`src/rtl/sc_pkg.sv`:
```
// Shared definitions for the stochastic-number-generator blocks.
//
// Contents:
//   SC_N       default value / LFSR width, shared with the LFSR instance
//   SC_LEN_W   default stream-length and ones-counter width
//   sc_state_t control FSM states for sc_stream_gen
package sc_pkg;

    localparam int SC_N     = 8;
    localparam int SC_LEN_W = 16;

    typedef enum logic [1:0] {
        ST_IDLE    = 2'd0,
        ST_RESTART = 2'd1,
        ST_STREAM  = 2'd2
    } sc_state_t;

endpackage

```
`src/rtl/sc_compare.sv`:
```
// N-bit unsigned less-than comparator used to turn a random word into a
// stochastic bit. Kept separate so later SNG variants can reuse it.
//
// Ports:
//   a   in  N  left operand (random word)
//   b   in  N  right operand (encoded value)
//   lt  out 1  1 when a < b, unsigned
module sc_compare
    import sc_pkg::*;
#(
    parameter int N = SC_N
) (
    input  logic [N-1:0] a,
    input  logic [N-1:0] b,
    output logic         lt
);

    assign lt = (a < b);

endmodule

```
`src/rtl/sc_stream_gen.sv`:
```
// Stochastic number generator control stage. Accepts a value and a stream
// length, restarts the sibling LFSR from its seed, then emits one bit per
// handshake: bit = (lfsr_data < value). Reports the count of ones when the
// stream completes.
//
// Ports:
//   clk, rst                synchronous active-high reset
//   in_valid/in_ready       request handshake (ready only in IDLE)
//   in_value [N], in_len    value to encode, number of bits (0 allowed)
//   lfsr_restart            reload LFSR seed (one cycle per request)
//   lfsr_enable             advance LFSR one step
//   lfsr_data [N]           current LFSR word
//   bit_valid/bit_ready     bitstream handshake
//   bit_out, bit_last       stochastic bit and end-of-stream marker
//   done, ones [LEN_W]      completion pulse and count of ones
module sc_stream_gen
    import sc_pkg::*;
#(
    parameter int N     = SC_N,
    parameter int LEN_W = SC_LEN_W
) (
    input  logic             clk,
    input  logic             rst,
    input  logic             in_valid,
    output logic             in_ready,
    input  logic [N-1:0]     in_value,
    input  logic [LEN_W-1:0] in_len,
    output logic             lfsr_restart,
    output logic             lfsr_enable,
    input  logic [N-1:0]     lfsr_data,
    output logic             bit_valid,
    input  logic             bit_ready,
    output logic             bit_out,
    output logic             bit_last,
    output logic             done,
    output logic [LEN_W-1:0] ones
);

    sc_state_t        state_q, state_d;
    logic [N-1:0]     value_q;
    logic [LEN_W-1:0] len_q;
    logic [LEN_W-1:0] cnt_q;
    logic [LEN_W-1:0] ones_acc_q;
    logic [LEN_W-1:0] ones_q;
    logic             done_q;

    logic             lt;
    logic             handshake;
    logic             last;

    sc_compare #(.N(N)) u_compare (
        .a  (lfsr_data),
        .b  (value_q),
        .lt (lt)
    );

    // len_q is never 0 while in STREAM, so len_q-1 cannot wrap here.
    assign last      = (state_q == ST_STREAM) && (cnt_q == len_q - LEN_W'(1));
    assign handshake = bit_valid & bit_ready;

    // NOTE: every output of this block gets a default before the case, so a
    // state that forgets to drive one cannot infer a latch.
    always_comb begin
        state_d      = state_q;
        in_ready     = 1'b0;
        lfsr_restart = 1'b0;
        bit_valid    = 1'b0;
        unique case (state_q)
            ST_IDLE: begin
                in_ready = 1'b1;
                if (in_valid) state_d = ST_RESTART;
            end
            ST_RESTART: begin
                lfsr_restart = 1'b1;
                state_d      = (len_q == '0) ? ST_IDLE : ST_STREAM;
            end
            ST_STREAM: begin
                bit_valid = 1'b1;
                if (bit_ready && last) state_d = ST_IDLE;
            end
            default: state_d = ST_IDLE;
        endcase
    end

    // The LFSR only advances on a handshake, so bit_out holds during stalls.
    assign lfsr_enable = handshake;
    assign bit_out     = bit_valid & lt;
    assign bit_last    = last;
    assign done        = done_q;
    assign ones        = ones_q;

    // NOTE: state is updated with non-blocking assignments so every register
    // samples the pre-edge values, independent of statement order.
    always_ff @(posedge clk) begin
        if (rst) begin
            state_q    <= ST_IDLE;
            value_q    <= '0;
            len_q      <= '0;
            cnt_q      <= '0;
            ones_acc_q <= '0;
            ones_q     <= '0;
            done_q     <= 1'b0;
        end else begin
            state_q <= state_d;
            done_q  <= 1'b0;

            if (state_q == ST_IDLE && in_valid) begin
                value_q    <= in_value;
                len_q      <= in_len;
                cnt_q      <= '0;
                ones_acc_q <= '0;
                // Cleared here so the RESTART cycle already shows ones=0.
                ones_q     <= '0;
            end

            if (state_q == ST_RESTART && len_q == '0) begin
                done_q <= 1'b1;
            end

            if (handshake) begin
                cnt_q      <= cnt_q + LEN_W'(1);
                ones_acc_q <= ones_acc_q + LEN_W'(bit_out);
                if (last) begin
                    ones_q <= ones_acc_q + LEN_W'(bit_out);
                    done_q <= 1'b1;
                end
            end
        end
    end

endmodule

```
`config.mk`:
```
export PLATFORM = sky130hd
export DESIGN_NAME = sc_stream_gen
export DESIGN_NICKNAME = d
export VERILOG_FILES = /design/src/rtl/sc_pkg.sv /design/src/rtl/sc_compare.sv /design/src/rtl/sc_stream_gen.sv
export SDC_FILE = /design/constraint.sdc
export NUM_CORES = 1
export LEC_CHECK = 0
export ABC_CLOCK_PERIOD_IN_PS = 4700
export BUFFER_PORTS_ARGS = -buffer_cell sky130_fd_sc_hd__buf_2
export CAP_MARGIN = 5
export CORE_ASPECT_RATIO = 1.1
export CORE_UTILIZATION = 58
export CTS_BUF_LIST = sky130_fd_sc_hd__clkbuf_4
export CTS_CLUSTER_DIAMETER = 50
export DETAILED_ROUTE_END_ITERATION = 12
export MAX_ROUTING_LAYER = met4
export PLACE_DENSITY = 0.82
export SETUP_SLACK_MARGIN = 0.15
export SLEW_MARGIN = 20
export SYNTH_ARGS = -nofsm -noshare
export SYNTH_HDL_FRONTEND = slang
export SYNTH_SLANG_ARGS = --single-unit
```
`constraint.sdc`:
```
create_clock -name clk -period 4.7 [get_ports clk]
set_input_delay 0.94 -clock clk [delete_from_list [all_inputs] [get_ports clk]]
set_output_delay 0.94 -clock clk [all_outputs]
set_load 0.02 [all_outputs]
```
; ---- After elaboration in Yosys (flattened, before gate mapping)
; Cells that the tools add are included.
[word_totals]
ff_bits = 75
in_bits = 36
word_cells = 42
[op_classes]
muxes = 16
n_addsub = 3
order_cmp = 1
bitwise = 2
n_eq_ne = 5
n_reduce_logical = 8
[ops]
columns = cell, n
row1 = 16-bit 2-to-1 mux, 6
row2 = 16-bit by 1-bit adder with 16-bit output, 1
row3 = 16-bit by 1-bit adder with 16-bit output (second input constant), 1
row4 = 16-bit equality test, 1
row5 = 16-bit logical NOT, 1
row6 = 16-bit by 1-bit subtractor with 16-bit output (second input constant), 1
row7 = 8-bit < comparator, 1
row8 = 1-bit 2-to-1 mux, 6
row9 = 2-bit 2-to-1 mux, 3
row10 = 2-bit case mux with 3 select lines, 1
row11 = 1-bit logical AND, 4
row12 = 1-bit AND, 2
row13 = 2-bit by 1-bit equality test with 1-bit output (second input constant), 1
row14 = 2-bit equality test (second input constant), 1
row15 = 2-bit logical NOT, 1
row16 = 2-bit by 1-bit inequality test with 1-bit output (second input constant), 1
row17 = 2-bit inequality test (second input constant), 1
row18 = 2-bit AND reduction, 1
row19 = 2-bit nonzero test, 1

; ---- Depth between registers and ports, before layout
[logic_depth]
ltp_word = 6
depth_mapped = 18
depth_no_buf = 17

; ---- Modules after synthesis
; From an unflattened synthesis, not the netlist that was laid out.
[hier_totals]
cells_unflattened = 518
hier_area_um2 = 4101.4
[by_module_without_submodules]
columns = mod, cells_each, area_per_inst_um2, seq_area_each_um2, n_inst
row1 = sc_stream_gen, 493, 3925.0, 1501.4, 1
row2 = sc_compare, 25, 176.4, 0.0, 1

; ---- Least setup slack after synthesis
; Ideal clock, no wire load.
[synth_timing]
path_type = input-to-reg
from = input lfsr_data[7]
to = register ones_acc_q[14]
stages = 12
t_required_ps = 4572
n_path_buf = 1
slack_ps = 574
setup_ps = 128
arrival_ps = 3998
cell_sequence = ha_1 o311ai_0 ha_1 ha_1 and3_1 and3_1 clkbuf_1 and3_1 and3_1 o21ai_0 a22oi_1 nor2_1
[synth_between]
elab_chain_cells = 4
[synth_lines]
columns = element, line
row1 = start: declaration, sc_stream_gen.sv:30  ; input logic [N-1:0] lfsr_data,
row2 = 8-bit < comparator, sc_compare.sv:18  ; assign lt = (a < b);
row3 = 1-bit AND, sc_stream_gen.sv:87  ; assign bit_out = bit_valid & lt;
row4 = net bit_out, sc_stream_gen.sv:33  ; output logic bit_out,
row5 = 16-bit by 1-bit adder with 16-bit output, sc_stream_gen.sv:122  ; ones_acc_q <= ones_acc_q + LEN_W'(bit_out);
row6 = 16-bit 2-to-1 mux, sc_stream_gen.sv:120  ; if (handshake) begin
row7 = end signal: assignment, sc_stream_gen.sv:122
row8 = end: declaration, sc_stream_gen.sv:43  ; logic [LEN_W-1:0] ones_acc_q;
; The timed path passes the listed nets, and every way through them passes these cells.
; A chain may end at the register's enable or synchronous reset.

; ---- Final worst setup path
[layout_timing]
from = register len_q[0]
to = output bit_last
[layout_between]
elab_chain_cells = 3
[layout_lines]
columns = element, line
row1 = start: declaration, sc_stream_gen.sv:41  ; logic [LEN_W-1:0] len_q;
row2 = start signal: assignment, sc_stream_gen.sv:109  ; len_q <= in_len;
row3 = 16-bit by 1-bit subtractor with 16-bit output, sc_stream_gen.sv:58  ; assign last = (state_q == ST_STREAM) && (cnt_q == len_q - LEN_W'(1));
row4 = 16-bit equality test, sc_stream_gen.sv:58
row5 = 1-bit logical AND, sc_stream_gen.sv:58
row6 = end: declaration, sc_stream_gen.sv:34  ; output logic bit_last,
; Every way passes these cells.

==> metrics.yaml <==
synth:
  yosys_warnings: 0
  cells_after_synthesis: 538
  synthFlopType: "sky130_fd_sc_hd__dfxtp_1"
  ys_types: 57
  seq_total_area_yosys: 0.357
  mappedNetlistNets: 586
  mappedNetlistArea_um2: 4200
  synth-edff-count: 0
  ys_async_sr_fraction: 0
  postSynthRegisterBits: 75
  synthesized_area_per_cell_um2: 7.81
route:
  avgRoutedWirePerCell_um: 13.3
  detail_route.iter0.violations: 192
  antenna_left: 0
  residual_drc: 0
  top_layer: "met4"
  vias: 3781
  vias_per_cell: 5.67
  met2_wirelength_um: 4580
  totalWireLength_um: 8860
  detailed_routing_iterations_pass_1: 4
  wirelength_met1_um: 3720
  route.met3.wl_um: 376
timing:
  final.period_utilization: 0.863
  final.setup.tns_ns: 0
  worst_clock_skew_on_the_final_layout_ns: 0.00986
  fin_crit_ns: 4.05
  slew_headroom: 0.336
  slew_viol_final: 0
  hold_viol: 0
  worst_pin_slew_ns: 0.993
  unrepaired_setup_endpoints_after_global_routing: "no"
  report.final.setup_viol: 0
  clock.fmax_ghz: 0.247
critical_path:
  cp_cell_sequence: "inv_1 > ha_1 > or3b_2 > nor3_2 > mux2i_1 > a211oi_2 > nor4_2 > buf_2"
  worstSetupPathType: "reg -> out"
  endpoint_kind: "output pin"
  worstPathRequired_ns: 3.76
  slowest_stage: "sky130_fd_sc_hd__or3b_2"
  critical_path.startpoint_type: "register"
  critical_path_peak_fanout: 6
  arrival_ns: 3.11
  slowest_delay_ns: 0.52
  r2r.worst_path.cells: 17
  reg2reg_slack_ns: 1.18
floorplanning:
  effective_utilization_at_floorplan: 0.599
  num_rows: 32
  core_um2: 7010
  die_h_um: 91.3
  fp.dieArea_um2: 7590
  top_level_ports: 59
  dieWidth_um: 83.1
clocking:
  cts_hold_repair.buffers: 0
  cts_sinks: 75
  cts_inserted_buffers: 9
  htree_levels: 3
  cts.reportedPaths.clkPinSlew_ns: 0.12
  cts_post_setup_buffers_inserted: 0
  resized_gates_after_cts: 0
  ctsRootBufferMaster: "sky130_fd_sc_hd__clkbuf_4"
  cts_tree: "built"
  insertion_delay_of_the_later_clocked_pin_in_the_worst_skew_pair_ns: 0.43
  clock_path_buffers: 2
global_routing:
  global_route_usage_sum: 0.251
  grt_start_max_net_pins: 77
  overflow: 0
  number_of_antenna_violations_at_the_first_check_in_global_routing: 0
  wire_length_of_the_first_global_routing_pass_um: 15200
  first_global_vias: 3499
layout:
  layout.nets: 626
  post_route_cells_drive_above_1_share: 0.165
  layout.cells.most_common_list: "sky130_fd_sc_hd__nand2_1, sky130_fd_sc_hd__dfxtp_1, sky130_fd_sc_hd__buf_2, sky130_fd_sc_hd__nor2_1, sky130_fd_sc_hd__a21oi_1"
  layout_commonest_cell: "sky130_fd_sc_hd__nand2_1"
  num_antenna_cells: 0
  area.growth.synth_to_final_pct: 9.03
power:
  leakage_power_nw: 2.00
  design_power_total_mw: 1.23
  p_per_area_nw_per_um2: 268
  irDropWorstVdd_mv: 0.203
run_status:
  run_status: "finished clean"
placed_design:
  gp_congestion: 0.846
  dpl_hpwl_um: 6410
  port_buffers: 58
hold_path:
  min-delay-path-class: "reg -> reg"
  min_delay_path_depth: 2
run:
  cap_violations: 0
[logic make-up (layout without fill, tap and decap cells)]
logic type,after synthesis,count (layout),synth area share
simple gates,251,251,0.297
flops,75,75,0.357
mux,20,20,0.0483
fa+ha+maj,12,12,0.0357
xor+xnor,35,35,0.0730
compound gates,97,97,0.140
buf+inv,48,92,0.0488
[layout make-up]
class | instances | area [um^2]
Clock buffer | 9 | 67.6
Fill cell | 611 | 2430
Tap cell | 85 | 106
Clock inverter | 6 | 33.8
Timing Repair Buffer | 62 | 320
Inverter | 15 | 56.3
Sequential cell | 75 | 1500
Multi-Input combinational cell | 415 | 2490
[power breakdown]
group          switching, mW  total, mW  internal [mW]  leakage, nW
Sequential            0.0215      0.673          0.652        0.608
Combinational          0.137      0.226         0.0893         1.34
Clock                  0.226      0.327          0.101       0.0550
[metrics by stage]
step	hold slack, ns	utilization	std cells	area [um^2]	worst slack, ns
floorplan	0.436	-	538	4200	0.574
global placement	0.441	0.639	652	4480	0.624
detailed placement	0.452	0.639	652	4480	0.478
CTS	0.468	0.654	667	4580	0.674
global route	0.489	0.654	667	4580	0.540
finish	0.467	0.654	667	4580	0.646
[Yosys cell counts, drive strengths merged, types with 2 or more instances]
cell	count	area share
nand2b	20	0.030
nor3b	2	0.0036
nand3	25	0.033
a31oi	3	0.0045
buf	8	0.013
a211oi	4	0.0083
nor4bb	2	0.0048
or2	4	0.0060
mux2	2	0.0054
o211ai	2	0.0036
o21ai	17	0.020
and3	10	0.015
dfxtp	75	0.36
inv	14	0.013
a21o	4	0.0071
mux2i	18	0.043
nor3	14	0.023
a22oi	8	0.014
nor2	52	0.047
nor4	7	0.015
nand4	4	0.0060
nand2	95	0.085
or4	4	0.0089
xor2	20	0.042
a21oi	47	0.056
nor2b	2	0.0030
xnor2	15	0.031
clkbuf	25	0.022
or3	5	0.0074
a311oi	2	0.0042
ha	12	0.036
[flip-flops by register name, indices dropped and copies added (netlist names)]
register    cells
cnt_q          16
len_q          16
ones           16
ones_acc_q     16
value_q         8
state_q         2
done            1
[critical path, delay by kind of cell, from the launching register on]
kind / cells / cell delay (ns)
muxes: 1 / 0.29
adders and majority gates: 1 / 0.23
and+or+nand+nor: 3 / 1.29
buffers and inverters: 2 / 0.37
AOI/OAI and AO/OA: 1 / 0.10
DFF: 1 / 0.41
[final timing paths]
| kind | start | end |
|---|---|---|
| max reg2reg | value_q[1]$_SDFFE_PP0P_ | ones_acc_q[14]$_SDFFE_PP0P_ |
| max | len_q[0]$_SDFFE_PP0P_ | bit_last |
| min reg2reg | ones[2]$_SDFF_PP0_ | ones[2]$_SDFF_PP0_ |
| min | ones[2]$_SDFF_PP0_ | ones[2]$_SDFF_PP0_ |
[metal layers]
| metal | vias up | track usage |
|---|---|---|
| met5 | - | - |
| met4 | 0 | 0.109 |
| met3 | 17 | 0.0382 |
| met2 | 89 | 0.447 |
| met1 | 1751 | 0.278 |
| li1 | 1924 | - |
Power figures use the tool's default switching activity.
